[src/rtl/compress_axis_packer_if.sv]
// Bus bundle for the packer: compressed-word input with backpressure, and
// the 32-bit AXI4-Stream output toward the DMA.
interface compress_axis_packer_if;
  logic [14:0] odata;
  logic        o_valid;
  logic        end_flag;
  logic        out_stop;
  logic [31:0] m_axis_tdata;
  logic        m_axis_tvalid;
  logic        m_axis_tready;
  logic        m_axis_tlast;

  modport master (
    input  odata, o_valid, end_flag, m_axis_tready,
    output out_stop, m_axis_tdata, m_axis_tvalid, m_axis_tlast
  );

  modport slave (
    output odata, o_valid, end_flag, m_axis_tready,
    input  out_stop, m_axis_tdata, m_axis_tvalid, m_axis_tlast
  );
endinterface

[src/rtl/compress_axis_packer.sv]
// Packs 15-bit compressed words two per 32-bit AXI4-Stream beat via a word FIFO.
// Optional macro PACK_WORD_COUNT_EN adds the word_cnt output (accepted-word counter).
module compress_axis_packer #(
  parameter int FIFO_DEPTH = 16,
  parameter int AF_MARGIN  = 2,
  parameter int CNT_WIDTH  = 13
) (
  input  logic                   clk,
  input  logic                   rst,
  input  logic                   start,
  compress_axis_packer_if.master bus,
  output logic                   done
`ifdef PACK_WORD_COUNT_EN
  ,
  output logic [CNT_WIDTH-1:0]   word_cnt
`endif
);

  localparam int AW = $clog2(FIFO_DEPTH);
  localparam int CW = AW + 1;
  localparam logic [CW-1:0] C_FULL = CW'(FIFO_DEPTH);
  localparam logic [CW-1:0] C_AF   = CW'(FIFO_DEPTH - AF_MARGIN);

  if (FIFO_DEPTH < 4 || (FIFO_DEPTH & (FIFO_DEPTH - 1)) != 0 ||
      AF_MARGIN < 1 || AF_MARGIN > FIFO_DEPTH - 2 || CNT_WIDTH < 1) begin : g_bad_param
    $error("compress_axis_packer: illegal parameter combination");
  end

  typedef enum logic [1:0] {S_IDLE, S_RUN, S_FLUSH, S_DONE} state_t;

  state_t          r_state, w_state_nxt;
  logic [14:0]     r_mem [FIFO_DEPTH];
  logic [AW-1:0]   r_wptr, r_rptr;
  logic [CW-1:0]   r_count, w_count_nxt;
  logic [14:0]     r_lo_q;
  logic            r_lo_v;
  logic [31:0]     r_pend_q;
  logic            r_pend_v;
  logic [31:0]     r_tdata;
  logic            r_tvalid, r_tlast, r_out_stop, r_any, r_last_sent;
  logic            w_clear, w_flush, w_push, w_wr, w_empty, w_full, w_pop;
  logic            w_out_free, w_more, w_final, w_pend_go, w_lo_fin, w_zero_fin;
  logic [14:0]     w_head;

  assign w_clear    = start && (r_state == S_IDLE || r_state == S_DONE);
  assign w_flush    = (r_state == S_FLUSH);
  assign w_empty    = (r_count == '0);
  assign w_full     = (r_count == C_FULL);
  assign w_push     = bus.o_valid && !r_out_stop && (r_state == S_RUN);
  assign w_wr       = w_push && !w_full;
  assign w_head     = r_mem[r_rptr];
  assign w_out_free = !r_tvalid || bus.m_axis_tready;

  // A completed pair is held back until another word is known to follow, or
  // FLUSH proves nothing follows; only then can its tlast be decided.
  assign w_more     = !w_empty || r_lo_v;
  assign w_final    = w_flush && !w_more;
  assign w_pend_go  = r_pend_v && w_out_free && (w_more || w_flush);
  assign w_lo_fin   = w_flush && w_empty && r_lo_v && !r_pend_v && w_out_free;
  assign w_zero_fin = w_flush && !r_any && !r_last_sent && w_out_free;
  assign w_pop      = !w_empty && (!r_lo_v || !r_pend_v || w_pend_go);

  always_comb begin
    w_count_nxt = r_count;
    if (w_clear)
      w_count_nxt = '0;
    else if (w_wr && !w_pop)
      w_count_nxt = r_count + CW'(1);
    else if (!w_wr && w_pop)
      w_count_nxt = r_count - CW'(1);
  end

  always_comb begin
    w_state_nxt = r_state;
    case (r_state)
      S_IDLE:  if (start) w_state_nxt = S_RUN;
      S_RUN:   if (bus.end_flag) w_state_nxt = S_FLUSH;
      S_FLUSH: if (r_tvalid && r_tlast && bus.m_axis_tready) w_state_nxt = S_DONE;
      S_DONE:  if (start) w_state_nxt = S_RUN;
      default: w_state_nxt = S_IDLE;
    endcase
  end

  always_ff @(posedge clk) begin
    if (!rst) r_state <= S_IDLE;
    else      r_state <= w_state_nxt;
  end

  always_ff @(posedge clk) begin
    if (!rst)
      r_out_stop <= 1'b0;
    else if (w_state_nxt == S_RUN || w_state_nxt == S_FLUSH)
      r_out_stop <= (w_count_nxt >= C_AF);
    else
      r_out_stop <= 1'b1;
  end

  always_ff @(posedge clk) begin
    if (w_wr) r_mem[r_wptr] <= bus.odata;
  end

  always_ff @(posedge clk) begin
    if (!rst || w_clear) begin
      r_wptr      <= '0;
      r_rptr      <= '0;
      r_count     <= '0;
      r_lo_q      <= '0;
      r_lo_v      <= 1'b0;
      r_pend_q    <= '0;
      r_pend_v    <= 1'b0;
      r_tdata     <= '0;
      r_tvalid    <= 1'b0;
      r_tlast     <= 1'b0;
      r_any       <= 1'b0;
      r_last_sent <= 1'b0;
    end else begin
      if (w_wr) begin
        r_wptr <= r_wptr + AW'(1);
        r_any  <= 1'b1;
      end
      if (w_pop) r_rptr <= r_rptr + AW'(1);
      r_count <= w_count_nxt;

      if (w_pop) begin
        if (!r_lo_v) begin
          r_lo_q <= w_head;
          r_lo_v <= 1'b1;
        end else begin
          r_lo_v <= 1'b0;
        end
      end else if (w_lo_fin) begin
        r_lo_v <= 1'b0;
      end

      if (w_pop && r_lo_v) begin
        r_pend_q <= {1'b0, w_head, 1'b0, r_lo_q};
        r_pend_v <= 1'b1;
      end else if (w_pend_go) begin
        r_pend_v <= 1'b0;
      end

      if (w_out_free) begin
        if (w_pend_go) begin
          r_tdata     <= r_pend_q;
          r_tvalid    <= 1'b1;
          r_tlast     <= w_final;
          r_last_sent <= r_last_sent | w_final;
        end else if (w_lo_fin) begin
          r_tdata     <= {17'b0, r_lo_q};
          r_tvalid    <= 1'b1;
          r_tlast     <= 1'b1;
          r_last_sent <= 1'b1;
        end else if (w_zero_fin) begin
          r_tdata     <= '0;
          r_tvalid    <= 1'b1;
          r_tlast     <= 1'b1;
          r_last_sent <= 1'b1;
        end else begin
          r_tvalid <= 1'b0;
          r_tlast  <= 1'b0;
        end
      end
    end
  end

`ifdef PACK_WORD_COUNT_EN
  logic [CNT_WIDTH-1:0] r_word_cnt;

  always_ff @(posedge clk) begin
    if (!rst || w_clear)
      r_word_cnt <= '0;
    else if (w_push && r_word_cnt != '1)
      r_word_cnt <= r_word_cnt + CNT_WIDTH'(1);
  end

  assign word_cnt = r_word_cnt;
`endif

  a_no_overflow: assert property (@(posedge clk) disable iff (!rst) !(w_push && w_full));

  assign bus.out_stop      = r_out_stop;
  assign bus.m_axis_tdata  = r_tdata;
  assign bus.m_axis_tvalid = r_tvalid;
  assign bus.m_axis_tlast  = r_tlast;
  assign done              = (r_state == S_DONE);

endmodule

[src/flat_wrapper.sv]
// flat-port wrapper written by rule: the top's interface ports become plain ports
module compress_axis_packer_flat 
#(
  parameter int FIFO_DEPTH = 16,
  parameter int AF_MARGIN  = 2,
  parameter int CNT_WIDTH  = 13
)
  (clk, rst, start, done, bus_odata, bus_o_valid, bus_end_flag, bus_m_axis_tready, bus_out_stop, bus_m_axis_tdata, bus_m_axis_tvalid, bus_m_axis_tlast);
  compress_axis_packer_if bus_i ();
  input  logic clk;
  input  logic rst;
  input  logic start;
  output logic done;
  input wire logic [$bits(bus_i.odata)-1:0] bus_odata;
  input wire logic [$bits(bus_i.o_valid)-1:0] bus_o_valid;
  input wire logic [$bits(bus_i.end_flag)-1:0] bus_end_flag;
  input wire logic [$bits(bus_i.m_axis_tready)-1:0] bus_m_axis_tready;
  output wire logic [$bits(bus_i.out_stop)-1:0] bus_out_stop;
  output wire logic [$bits(bus_i.m_axis_tdata)-1:0] bus_m_axis_tdata;
  output wire logic [$bits(bus_i.m_axis_tvalid)-1:0] bus_m_axis_tvalid;
  output wire logic [$bits(bus_i.m_axis_tlast)-1:0] bus_m_axis_tlast;
  assign bus_i.odata = bus_odata;
  assign bus_i.o_valid = bus_o_valid;
  assign bus_i.end_flag = bus_end_flag;
  assign bus_i.m_axis_tready = bus_m_axis_tready;
  assign bus_out_stop = bus_i.out_stop;
  assign bus_m_axis_tdata = bus_i.m_axis_tdata;
  assign bus_m_axis_tvalid = bus_i.m_axis_tvalid;
  assign bus_m_axis_tlast = bus_i.m_axis_tlast;
  compress_axis_packer #(.FIFO_DEPTH(FIFO_DEPTH), .AF_MARGIN(AF_MARGIN), .CNT_WIDTH(CNT_WIDTH)) u_core (.clk(clk), .rst(rst), .start(start), .bus(bus_i), .done(done));
endmodule
[config.mk]
export PLATFORM = sky130hd
export DESIGN_NAME = compress_axis_packer_flat
export DESIGN_NICKNAME = d
export VERILOG_FILES = /design/src/rtl/compress_axis_packer_if.sv /design/src/rtl/compress_axis_packer.sv /design/src/flat_wrapper.sv
export SDC_FILE = /design/constraint.sdc
export NUM_CORES = 1
export LEC_CHECK = 0
export CORE_MARGIN = 2
export CORE_UTILIZATION = 30
export CTS_BUF_LIST = sky130_fd_sc_hd__clkbuf_16
export CTS_CLUSTER_SIZE = 10
export DETAILED_ROUTE_END_ITERATION = 6
export PLACE_DENSITY = 0.47
export SLEW_MARGIN = 5
export SYNTH_ARGS = -nofsm -noshare
export SYNTH_HDL_FRONTEND = slang
export SYNTH_SLANG_ARGS = --single-unit
[constraint.sdc]
create_clock -name clk -period 3.65 [get_ports clk]
set_input_delay 0.365 -clock clk [delete_from_list [all_inputs] [get_ports clk]]
set_output_delay 0.365 -clock clk [all_outputs]
set_load 0.02 [all_outputs]
==> impl_metrics.tcl, run 1 <==
set metrics [dict create \
    status "finished with violations" \
    violations "DRC" \
    skew_ns 0.0189 \
    cts_setup_buffers 0 \
    die_y_um 211 \
    cts_buffer_depth 3 \
    crit_arrival_ns 3.22 \
    hold-worst-slack_ns 0.452 \
    grt_pass1_wl_um 45300 \
    cts.reportedPaths.clkPinSlew_ns 0.06 \
    fillers 3981 \
    nets 914 \
    yosysWarningCount 0 \
    drive_above_1_share_pct 17.7 \
    power_density_nw_per_um2 635 \
    gp_congestion 0.733 \
    grt_pass1_vias 7130 \
    leakagePower_uw 0.00493 \
    vias_per_cell 4.85 \
    fin_area_um2 15400 \
    hpwl_um 18300 \
    wl_um 29400 \
    top_usage_layer "met2" \
    pre_cts_ws_ns 0.355 \
    gr-total-overflow 0 \
    io_pins 57 \
    syn_area_um2 12800 \
    yosysUniqueCellTypes 45 \
    coreArea_um2 42000 \
    final_common_cell "edfxtp_1" \
    vias 7011 \
    ys_async_sr_fraction_pct 0 \
    wire_per_inst_um 20.4 \
    placed_area_um2 14200 \
    firstDrtPassIters 7 \
    endpoint_kind "register" \
    ant_nets 0 \
    cts_hold_buf 0 \
    clock.fmax_ghz 0.362 \
    most-common-layout-cells "edfxtp_1 (240), dfxtp_1 (99), nor2_1 (62), nand2_1 (61), mux4_2 (60)" \
    drv_cap 0 \
    worstMarginPinSlew_ns 0.981 \
    synth-seq-cells 341 \
    htreeDepth 2 \
    cp_slowest_cell "nor2_2" \
    clk_latency_ns 0.54 \
    start_util_pct 30.4 \
    clock_sink_count 341 \
    synth_edf_count 240 \
    path_cells "inv_1 -> ha_1 -> or4b_1 -> nand2_1 -> nor2_2 -> nand2_1 -> o21ai_0" \
    finalSetupTns_ns 0 \
    grt_usage_pct 13.7 \
    min_period_ns 2.76 \
    syn_inst 788 \
    synthFlopType "edfxtp_1" \
    r2r_setup_slack_ns 0.89 \
    slowest_delay_ns 0.64 \
    hp-class "register to register" \
    required_ns 4.11 \
    setup_viol 0 \
    cts_tree "done" \
    rows 75 \
    cts_root_buffer "clkbuf_16" \
    critPathKind "register to register" \
    gr-usage-met2_pct 21.8 \
    slew_viol_final 0 \
    first_iter_violations 467 \
    yosysSeqAreaShare_pct 72.1 \
    hold_viol 0 \
    max_slew_margin_pct 34.5 \
    crit_fanout 17 \
    grt_max_degree 61 \
    rsz0062_at_grt "false" \
    syn_to_final_growth_pct 20.1 \
    ir_drop_v 0.000315 \
    drt_drc_violations_left 6 \
    multi_input_area_um2 3350 \
    ff_latch_area_um2 9230 \
    period_share_pct 75.6 \
    use_met3_pct 2.47 \
    cts_resized 0 \
    io_buffers 54 \
    cts_buffers 41 \
    grt_use_met1_pct 19.2 \
    avgSynthCellArea_um2 16.2 \
    die_area_um2 44300 \
    fin_util_pct 36.6 \
    antenna_found_initial 0 \
    die_w_um 211 \
    startpoint_type "register" \
    worst_slack_ns 0.890 \
    path_common_cell "nand2_1" \
]
-- flip-flops by register name, indices dropped and copies added (netlist names), named ones only --
signal and count:
u_core.r_last_sent 1, u_core.r_lo_v 1, u_core.bus.out_stop 1, u_core.r_pend_v 1
u_core.r_wptr 4, u_core.r_pend_q 30, u_core.bus.m_axis_tlast 1, u_core.r_rptr 4
u_core.r_state 2, u_core.r_count 5, u_core.bus.m_axis_tvalid 1, u_core.r_mem 240
u_core.r_any 1, u_core.bus.m_axis_tdata 30, u_core.r_lo_q 15
-- per-stage QoR --
stage / total power [µW] / instances
4_1_cts: 9900 / 1444
3_5_place_dp: 6390 / 1377
6_report: 9760 / 1445
5_1_grt: 10300 / 1444
3_3_place_gp: 6390 / 1377
2_1_floorplan: 5860 / 789
-- cell usage after synthesis (all sizes together) (2+ instances only) --
library cell / count / area share, %
a211oi: 2 / 0.12
a21oi: 23 / 0.90
a221oi: 15 / 1.0
a222oi: 15 / 1.2
a22o: 15 / 1.0
a22oi: 16 / 0.94
and2: 5 / 0.24
buf: 14 / 0.69
clkbuf: 34 / 1.0
dfxtp: 101 / 16
edfxtp: 240 / 56
ha: 12 / 1.2
inv: 10 / 0.29
mux2i: 2 / 0.16
mux4: 60 / 11
nand2: 62 / 1.8
nand2b: 5 / 0.24
nand3: 17 / 0.66
nand3b: 2 / 0.12
nand4: 3 / 0.15
nor2: 64 / 1.9
nor2b: 4 / 0.20
nor3: 8 / 0.40
o21ai: 35 / 1.4
xnor2: 5 / 0.34
xor2: 5 / 0.34
-- power by group --
part	internal, µW	total (µW)	switching [µW]	leakage (µW)
Sequential	4300	4540	240	0.00298
Combinational	817	1740	927	0.00131
Clock	2010	3470	1460	0.000637
Total	7130	9760	2630	0.00493
-- layer usage --
layer | up-vias | wire length [µm]
met2 | 158 | 13900
li1 | 3265 | -
met3 | 41 | 1310
met5 | - | 0
met4 | 0 | 549
met1 | 3547 | 13700
-- final cells by class --
class                           instances  area share [%]
Clock buffer                           41            6.68
Sequential cell                       341            60.1
Clock inverter                         26           0.676
Tap cell                              539            4.39
Multi-Input combinational cell        390            21.8
Inverter                               10           0.244
Antenna cell                            1          0.0163
Timing Repair Buffer                   97            6.11
-- critical path, delay by kind of cell, from the launching register on --
| family | cells | cell delay [ns] |
|---|---|---|
| simple gates | 4 | 1.69 |
| flops | 1 | 0.41 |
| compound gates | 1 | 0.28 |
| fa+ha+maj | 1 | 0.21 |
| buf+inv | 1 | 0.09 |
-- path summary, 6_finish.rpt --
path,from,endpoint,depth (start not counted)
setup / recovery,u_core.r_count[1],u_core.r_pend_q[25],7
hold / removal,u_core.r_last_sent,u_core.r_last_sent,2
setup reg to reg,u_core.r_count[1],u_core.r_pend_q[25],7
hold reg to reg,u_core.r_last_sent,u_core.r_last_sent,2
-- cell families after synthesis --
logic type               after synthesis  synth area share (%)
flip-flops                           341                  72.1
AND/OR/NAND/NOR                      175                  6.12
AO/OA/AOI/OAI                        128                  7.11
multiplexers                          63                  10.8
buffers and inverters                 58                  1.98
adder cells (fa/ha/maj)               12                  1.17
XOR/XNOR                              10                 0.684
other                                  1                0.0293
Note: power is estimated with default switching activity, not from simulation.
==> run 2, diff against run 1 <==
==> constraint.sdc (replaced) <==
create_clock -name clk -period 2.84 [get_ports clk]
set_input_delay 0.284 -clock clk [delete_from_list [all_inputs] [get_ports clk]]
set_output_delay 0.284 -clock clk [all_outputs]
set_load 0.02 [all_outputs]
==> run 2 against run 1 <==
  * The run now ends clean
  * Clock skew shrank 0.0041 ns
  * First-iteration DRC count grew 20%
  * Hold slack gained 0.0015 ns
  * Critical path depth is the same
  * Register-to-register slack lost 0.49 ns
  * Clock power grew 31%
  * Highest routed layer unchanged
  * Via count grew 0.30%
==> impl_metrics.tcl, run 2 (same netlist as run 1, synthesis figures left out) <==
set metrics [dict create \
    largest_reg_flops 240 \
    worstMarginPinSlew_ns 0.852 \
    hold_depth 2 \
    rows 75 \
    r2r_end "u_core.bus.m_axis_tdata[8]" \
    clock_power_share_pct 35.8 \
    drv_cap 0 \
    start_util_pct 30.4 \
    crit_arrival_ns 2.84 \
    setup_viol 0 \
    max_slew_margin_pct 43.2 \
    min_period_ns 2.44 \
    die_area_um2 44300 \
    nets 924 \
    die_y_um 211 \
    grt_pass1_vias 6991 \
    p_int_uw 9380 \
    r2r_setup_slack_ns 0.40 \
    final_common_cell "edfxtp_1" \
    die_w_um 211 \
    grt_pass1_wl_um 43800 \
    firstDrtPassIters 5 \
    cts.reportedPaths.clkPinSlew_ns 0.05 \
    first_iter_violations 560 \
    finalNonFillerCells 1456 \
    syn_to_final_growth_pct 20.8 \
    cts_resized 0 \
    slew_viol_final 0 \
    finalSetupTns_ns 0 \
    endpoint_kind "register" \
    clock_sink_count 341 \
    cts_root_buffer "clkbuf_16" \
    clock.fmax_ghz 0.409 \
    cts_buffers 41 \
    cts_tree "done" \
    io_buffers 54 \
    crit_start "u_core.r_count[0]" \
    io_pins 57 \
    power_frac_comb_pct 18.9 \
    most-common-layout-cells "edfxtp_1 (240), dfxtp_1 (99), nor2_1 (64), nand2_1 (61), mux4_2 (60)" \
    wl_um 28600 \
    startpoint_type "register" \
    rsz0062_at_grt "false" \
    critPathKind "register to register" \
    antenna_cells 0 \
    hp-class "register to register" \
    skew_ns 0.0147 \
    r2r_cells 7 \
    min-delay-start "u_core.r_pend_q[3]" \
    hpwl_um 18200 \
    hold_viol 0 \
    ant_nets 0 \
    coreArea_um2 42000 \
    cts_setup_buffers 0 \
    antenna_found_initial 0 \
    grt_usage_pct 13.1 \
    leakagePower_uw 0.00499 \
    regMostFlops "u_core.r_mem" \
    seqPwrFrac_pct 45.3 \
    vias 7032 \
    wire_per_inst_um 19.7 \
    clk_latency_ns 0.52 \
    min_to "u_core.r_pend_q[3]" \
    vias_per_cell 4.83 \
    netSwitchingFraction_pct 26.3 \
    drt_drc_violations_left 0 \
    drive_above_1_share_pct 18.4 \
    cts_buffer_depth 3 \
    htreeDepth 2 \
    p_sw_uw 3340 \
    grt_max_degree 41 \
    gp_congestion 0.734 \
    dpl.cell_count 1387 \
    period_share_pct 86.1 \
    required_ns 3.23 \
    ir_drop_v 0.000434 \
    cts_hold_buf 0 \
    crit_fanout 31 \
    power_density_nw_per_um2 823 \
    status "finished clean" \
    gr-total-overflow 0 \
    r2r_start "u_core.r_count[0]" \
]
-- run 2: changes by cell type in the layout (fill, tap and decap cells not counted), moves of 2 or more --
cell       previous run  this run
nor2_1               62        64
clkbuf_16            41        43
buf_12                6         4
nor2_2                2         0
clkinv_1              1         4
inv_1                33        30
buf_4                37        49
-- run 2: routing by layer --
metal,track usage [%],wire (µm),vias up,part of all wire (%)
li1,-,-,3283,-
met1,18.6,13600,3561,47
met2,20.9,13300,155,46
met3,2.40,1350,33,4.7
met4,3.18,421,0,1.5
met5,0,0,-,0
-- run 2: worst max-delay path by stage --
stage / cells after the start / to / slack, ns
2_1_floorplan: 6 / u_core.r_mem[7][0] / 0.34
3_3_place_gp: 8 / u_core.bus.out_stop / 0.43
3_5_place_dp: 7 / u_core.bus.m_axis_tdata[8] / 0.41
4_1_cts: 7 / u_core.bus.m_axis_tdata[8] / 0.37
5_1_grt: 8 / u_core.bus.out_stop / 0.17
6_report: 7 / u_core.bus.m_axis_tdata[8] / 0.40
-- run 2: layout make-up --
cell class              count  area, µm²
clock inverters            26        104
flip-flops and latches    341       9230
inverters                  10       37.5
multi-input cells         390       3340
well taps                 539        674
fillers                  3966      26600
clock buffers              43       1080
repair buffers            107        988
-- run 2: per-stage QoR --
step | power [µW] | cell area [µm²] | utilization (%) | setup WS (ns) | hold slack [ns]
after floorplan | 7530 | 12800 | - | 0.340 | 0.383
after global placement | 8320 | 14300 | 34.0 | 0.434 | 0.442
after detailed placement | 8320 | 14300 | 34.0 | 0.410 | 0.446
after CTS | 12900 | 15500 | 36.8 | 0.373 | 0.437
after global routing | 13400 | 15500 | 36.8 | 0.172 | 0.470
final | 12700 | 15500 | 36.8 | 0.396 | 0.454
-- run 2: critical path, stage by stage, from the launching register on --
cell and delay (ns):
dfxtp_1 0.33, inv_1 0.11, ha_1 0.20, or4b_1 0.60
o311a_4 0.37, buf_4 0.24, a222oi_1 0.38, nor2_1 0.06
-- run 2: power groups by stage --
stage | Clock [µW] | Combinational (µW) | Sequential, µW
after global placement | 0 | 2450 | 5860
after floorplan | 0 | 1780 | 5750
after CTS | 4710 | 2460 | 5760
after detailed placement | 0 | 2450 | 5860
after global routing | 4910 | 2660 | 5790
final | 4550 | 2400 | 5760
